## src/rtl/pixel_plotter.sv

```systemverilog
// rtl/pixel_plotter.sv - pixel stream sink: FIFO, clip, linear address, framebuffer write
module pixel_plotter #(
   parameter int WIDTH   = 640,
   parameter int HEIGHT  = 480,
   parameter int COORD_W = 11,
   parameter int ADDR_W  = 19,
   parameter int COLOR_W = 1,
   parameter int DEPTH   = 8
) (
   input  logic               clk,
   input  logic               reset,
   input  logic               in_valid,
   output logic               in_ready,
   input  logic [COORD_W-1:0] in_x,
   input  logic [COORD_W-1:0] in_y,
   input  logic [COLOR_W-1:0] in_color,
   input  logic               in_last,
   input  logic               mem_busy,
   output logic               mem_we,
   output logic [ADDR_W-1:0]  mem_addr,
   output logic [COLOR_W-1:0] mem_data,
   output logic               done,
   output logic               busy,
   output logic [15:0]        clip_count
);

   localparam int PTR_W = $clog2(DEPTH);
   localparam int ENT_W = 2 * COORD_W + COLOR_W + 1;
   localparam int PROD_W = 2 * COORD_W;
   localparam logic [COORD_W-1:0] WIDTH_C  = COORD_W'(WIDTH);
   localparam logic [COORD_W-1:0] HEIGHT_C = COORD_W'(HEIGHT);
   localparam logic [PROD_W-1:0]  WIDTH_P  = PROD_W'(WIDTH);

   typedef enum logic [1:0] {
      IDLE  = 2'd0,
      DRAIN = 2'd1,
      STALL = 2'd2
   } state_t;

   state_t state_q, state_d;

   logic [ENT_W-1:0]   fifo_mem [DEPTH];
   logic [PTR_W:0]     wr_ptr, rd_ptr;
   logic               empty, full, push, pop, last_entry;
   logic [COORD_W-1:0] head_x, head_y;
   logic [COLOR_W-1:0] head_color;
   logic               head_last, in_range;
   logic [PROD_W-1:0]  lin_addr;

   // Extra pointer bit separates full (MSBs differ) from empty (pointers equal)
   assign empty      = (wr_ptr == rd_ptr);
   assign full       = (wr_ptr[PTR_W] != rd_ptr[PTR_W]) &&
                       (wr_ptr[PTR_W-1:0] == rd_ptr[PTR_W-1:0]);
   assign in_ready   = !full;
   assign push       = in_valid && !full;
   assign pop        = (state_q != IDLE) && !empty && !mem_busy;
   assign last_entry = ((rd_ptr + (PTR_W+1)'(1)) == wr_ptr);
   assign busy       = !empty || mem_we;

   assign {head_x, head_y, head_color, head_last} = fifo_mem[rd_ptr[PTR_W-1:0]];

   // Clip on raw coordinates; address computed at full product width then truncated
   assign in_range = (head_x < WIDTH_C) && (head_y < HEIGHT_C);
   assign lin_addr = {{COORD_W{1'b0}}, head_y} * WIDTH_P + {{COORD_W{1'b0}}, head_x};

   // FIFO storage: contents need no reset, pointers qualify them
   always_ff @(posedge clk) begin
      if (push) begin
         fifo_mem[wr_ptr[PTR_W-1:0]] <= {in_x, in_y, in_color, in_last};
      end
   end

   // FIFO pointers
   always_ff @(posedge clk or negedge reset) begin
      if (!reset) begin
         wr_ptr <= '0;
         rd_ptr <= '0;
      end else begin
         if (push) wr_ptr <= wr_ptr + (PTR_W+1)'(1);
         if (pop)  rd_ptr <= rd_ptr + (PTR_W+1)'(1);
      end
   end

   // FSM state register
   always_ff @(posedge clk or negedge reset) begin
      if (!reset) state_q <= IDLE;
      else        state_q <= state_d;
   end

   // FSM next state: drain while data is present, park in STALL behind the memory
   always_comb begin
      state_d = state_q;
      case (state_q)
         IDLE: begin
            if (push) state_d = DRAIN;
         end
         DRAIN, STALL: begin
            if (pop && last_entry && !push) state_d = IDLE;
            else if (mem_busy && !empty)    state_d = STALL;
            else                            state_d = DRAIN;
         end
         default: state_d = IDLE;
      endcase
   end

   // Retire stage: registered write strobe, address/data, done pulse and clip counter
   always_ff @(posedge clk or negedge reset) begin
      if (!reset) begin
         mem_we     <= 1'b0;
         mem_addr   <= '0;
         mem_data   <= '0;
         done       <= 1'b0;
         clip_count <= '0;
      end else begin
         mem_we <= pop && in_range;
         done   <= pop && head_last;
         if (pop && in_range) begin
            mem_addr <= lin_addr[ADDR_W-1:0];
            mem_data <= head_color;
         end
         if (pop && !in_range && (clip_count != 16'hFFFF)) begin
            clip_count <= clip_count + 16'd1;
         end
      end
   end

endmodule

```

## config.mk

```make
export PLATFORM = sky130hd
export DESIGN_NAME = pixel_plotter
export DESIGN_NICKNAME = d
export VERILOG_FILES = /design/src/rtl/pixel_plotter.sv
export SDC_FILE = /design/constraint.sdc
export NUM_CORES = 1
export LEC_CHECK = 0
export ABC_CLOCK_PERIOD_IN_PS = 6500
export CAP_MARGIN = 25
export CORE_MARGIN = 2
export CORE_UTILIZATION = 59
export DETAILED_ROUTE_END_ITERATION = 16
export GPL_TIMING_DRIVEN = 0
export PLACE_DENSITY = 0.8
export SYNTH_ARGS = -nofsm -noshare
export SYNTH_HDL_FRONTEND = slang
export SYNTH_SLANG_ARGS = --single-unit
export TNS_END_PERCENT = 100
```

## constraint.sdc

```tcl
create_clock -name clk -period 6.5 [get_ports clk]
set_input_delay 1.3 -clock clk [delete_from_list [all_inputs] [get_ports clk]]
set_output_delay 1.3 -clock clk [all_outputs]
set_load 0.02 [all_outputs]
```

# Word level (Yosys, flattened, before mapping)
# Memories as Yosys holds them, arrays and structs flattened.
# Cells that the tools add are included.
# op_classes
addsub,4
order_cmp,2
n_eq_ne,8
mux,6
reduce_logical,21
mul,1
# ops
cell,n
$add 19x11->19,1
$add 16x1->16 const B,1
$ne 16x16->1 const B,1
$logic_and 1x1->1,12
$mul 11x3->12 const B,1
$lt 11x10->1 const B,1
$lt 11x9->1 const B,1
$add 4x1->4 const B,2
$eq 4x4->1,2
$mux 2,3
$logic_not 1->1,5
$pmux 2 s2,1
$eq 3x3->1,1
$eq 2x1->1 const B,1
$eq 2x2->1 const B,1
$logic_not 2->1,1
$mux 1,2
$ne 2x2->1 const B,1
$reduce_bool 2->1,1
$reduce_or 2->1,1
$logic_or 1x1->1,1
$ne 1x1->1,1
# word_totals
input_bits,28
mem_count,1
reg_bits,48
ramBits,192
# mem_list
name,depth,word_bits,read_ports,rd_clocked_by_memory_dff,wr,line_no,source
fifo_mem,8,24,1,0,1,42,logic [ENT_W-1:0] fifo_mem [DEPTH];

# Longest topological paths before layout
# depth
depth_word,8
mapped_depth,17
mapped_depth_nobuf,13

# Worst setup path before layout
# No wires, ideal clock.
# synth_path
path_type,input port to flip-flop
from,in in_valid
to,mem fifo_mem[4][0] (netlist bit) (enable)
setup_time_ns,0.475
required_ns,6.025
n_path_buf,0
stages,2
arrival_time_ns,4.046
setup_slack_ns,1.979
cell_sequence,nand2_1 nor4b_1
# synth_between
elab_chain_cells,3
# synth_lines
item,line_no,source
"start, declared",12,"input logic in_valid,"
$logic_and 1x1->1,55,assign push = in_valid && !full;
$mux 1,68,if (push) begin
$mux 1 (implied by the code),69,"fifo_mem[wr_ptr[PTR_W-1:0]] <= {in_x, in_y, in_color, in_last};"
"end, declared",42,
# No other way between the ends.

# Worst setup path in the final report
# layout_path
from,reg rd_ptr[1]
to,reg mem_addr[18]
# layout_between
elab_chain_cells,5
word_cells_on_any_way,11
cone_classes,1 x add/sub; 1 x mul; 2 x order compare; 1 x eq/ne; 5 x reduce/logical; 1 x memory
# layout_lines
item,line_no,source
"start, declared",43,"logic [PTR_W:0] wr_ptr, rd_ptr;"
"start signal, assigned",80,if (pop) rd_ptr <= rd_ptr + (PTR_W+1)'(1);
"parallel branches: the longest is 5 deep, another holds $mem_v2 8x24",-,
"end signal, assigned",118,mem_addr <= lin_addr[ADDR_W-1:0];
"end, declared",20,"output logic [ADDR_W-1:0] mem_addr,"
# Several ways; the timed one is not identified.
# A chain may end at the register's enable or synchronous reset.

==> metrics.txt <==
status finished, final reports clean; initial core utilization 59.6%; Cell Area, Placed 11400 um2; Cell variety after synth 51; share of layout cells above drive strength 1 22.0%; Max rail drop VDD 334 uV; RSZ-0062 raised after global routing false; Filler cells 1004; number of I/O pins 68; FP Rows 48; Final Cycle Share 86.2%; leak pwr 4.42 nW; final setup violation count 0; area of the multi-input gates 3090 um2; Max clock buf depth 3; asr flop ratio synth 20.0%; Yosys Warn Count 0; Post-synth EDFFs 192; RD Place Congestion 0.865; clock slew seen by the registers of the worst setup and hold paths 0.06 ns; Worst Hold Class reg2reg; drt initial violations 523; commonest cells in the netlist edfxtp_1 (192), dfrtp_1 (48), mux4_2 (41); Syn Inst Count 580; remaining antenna violation count 0; largest net degree at the start of global routing 44; routed len/inst 22.1 um; vias after detailed routing 5624; Buffers on Ports 67; CTS tree yes; CTS Buf Count 23; total chip power 6.93 mW; # Post-CTS Setup Buffers 0; Tot GR Track Use 23.5%; Area Overhead vs Synth 20.2%; final worst setup slack 0.895 ns; Synth Net Count 636; Post-CTS Hold Buffers 0; crit path cell chain buf_2 -> buf_2 -> clkbuf_1 -> clkbuf_1 -> mux4_2 -> mux2i_1 -> inv_1 -> ha_1 -> ha_1 -> fa_1 -> a211oi_1 -> nor2_1 -> o31ai_1 -> o311ai_0 -> nor3_1 -> xnor2_1 -> mux2_2; Final Hold Viols 0; die area 18400 um2; pwr dens 565 nW/um2; total core area 17100 um2; Post-CTS Resized 0; vias in the first global route 5753; fin. max-slew vios 0; Final #Nets 754; CTS H-Tree Depth 1; Max Fclk 0.178 GHz; top_reg_cell synth edfxtp_1; clock root buffer clkbuf_16; cell area after layout 12300 um2; first-pass GRT wire length 32100 um; Ant. Diodes 0; FF/Latch Area 6970 um2; post-route minimum period 5.60 ns; setup slack at placement 0.934 ns; Yosys top cell area share 56.5%; CTS Sinks 240; initial antenna violation count 0; synthesized area 10200 um2; Synth Register Bits 240; WS Path Type reg2reg; Max-Cap Viols 0; CP startpoint kind flop; chip width 136 um; max incr delay on CP 0.64 ns; register area share after synthesis 68.3%; worst-skew pair later-pin latency 0.51 ns; Vias/cell 5.98; Die H 136 um; Worst Tran Pin Value 1.00 ns; slowest stage cell on the critical path clkbuf_1; Clock Skew 0.0152 ns; final WL 20800 um; # DRC 0; top-count cell post-synth edfxtp_1; CP arrival 6.00 ns; Area contributors post-synth edfxtp_1 (57%), dfrtp_1 (12%), mux4_2 (9.1%); largest fanout on the critical path 10; HPWL after DPL 14200 um; synthesized area per cell 17.6 um2; total grt overflow 0; Setup crit end kind flop; leading area contributor after synthesis edfxtp_1; worst path required time 6.90 ns; 1st-pass router iterations 5; Slew HR 33.2%
## power breakdown
part / internal [mW] / total [mW] / switching (mW)
logic: 1.58 / 3.45 / 1.87
clock network: 0.809 / 1.36 / 0.546
registers: 1.99 / 2.13 / 0.144
total: 4.38 / 6.93 / 2.56
## cells by family (layout without fill, tap and decap cells)
kind of cell	after synthesis	after routing	synth area share [%]
fa+ha+maj	28	28	3.58
simple gates	108	108	5.45
flops	240	240	68.3
compound gates	43	43	2.83
mux	81	81	14.3
buf+inv	38	173	1.90
xor+xnor	42	42	3.61
## placed cells by master (no fill, tap or decap), drive strengths merged, types with 14 or more instances in the layout
cell type      netlist  layout
inv                 13      14
buf                 21      48
nand2               22      22
ha                  26      26
edfxtp             192     192
xor2                27      27
dfrtp               48      48
mux2                21      21
a21oi               17      17
clkdlybuf4s50        0      66
xnor2               15      15
mux4                48      48
nor2                35      35
clkbuf               4      28
## registers in the layout, indices dropped and copies added (netlist names)
register / cells
fifo_mem: 192
mem_addr: 19
clip_count: 16
rd_ptr: 4
wr_ptr: 4
state_q: 2
done: 1
mem_data: 1
mem_we: 1
## layout make-up
cell class	instances	area share (%)
plain buffers	25	1.18
well taps	225	2.29
repair buffers	93	7.83
flip-flops and latches	240	56.8
inverters	13	0.398
multi-input cells	302	25.2
clock inverters	18	1.62
clock buffers	24	4.72
## final timing paths
check	from	endpoint	slack, ns	depth (start not counted)
worst max-delay path	rd_ptr[1]	mem_addr[18]	0.90	17
worst min register to register	wr_ptr[3]	wr_ptr[3]	0.49	1
worst min-delay path	wr_ptr[3]	wr_ptr[3]	0.49	1
max in group asynchronous	reset	clip_count[11]	5.44	2
worst max register to register	rd_ptr[1]	mem_addr[18]	0.90	17
min in group asynchronous	reset	state_q[0]	0.61	1
## stage by stage
stage	TNS (ns)	hold slack (ns)	cells	util, %
CTS	0	0.488	936	71.4
global route	0	0.503	940	71.7
floorplan	0	0.460	580	-
global placement	-36.51	0.473	872	65.2
detailed placement	0	0.477	894	66.8
finish	0	0.488	940	71.7
## layer usage
| metal | track usage (%) | part of all wire (%) | vias up |
|---|---|---|---|
| met3 | 4.00 | 6.7 | 44 |
| met2 | 38.1 | 49 | 260 |
| met4 | 7.70 | 2.4 | 0 |
| met5 | 0 | 0 | - |
| met1 | 33.2 | 42 | 2816 |
| li1 | - | - | 2504 |
## worst max-delay path, delay by kind of cell (launching register included)
family / cells / cell delay (ns)
flops: 1 / 0.36
fa+ha+maj: 3 / 0.97
xor+xnor: 1 / 0.09
simple gates: 2 / 0.36
compound gates: 3 / 0.84
buf+inv: 5 / 1.89
mux: 3 / 0.99
Note: power is estimated with default switching activity, not from simulation.
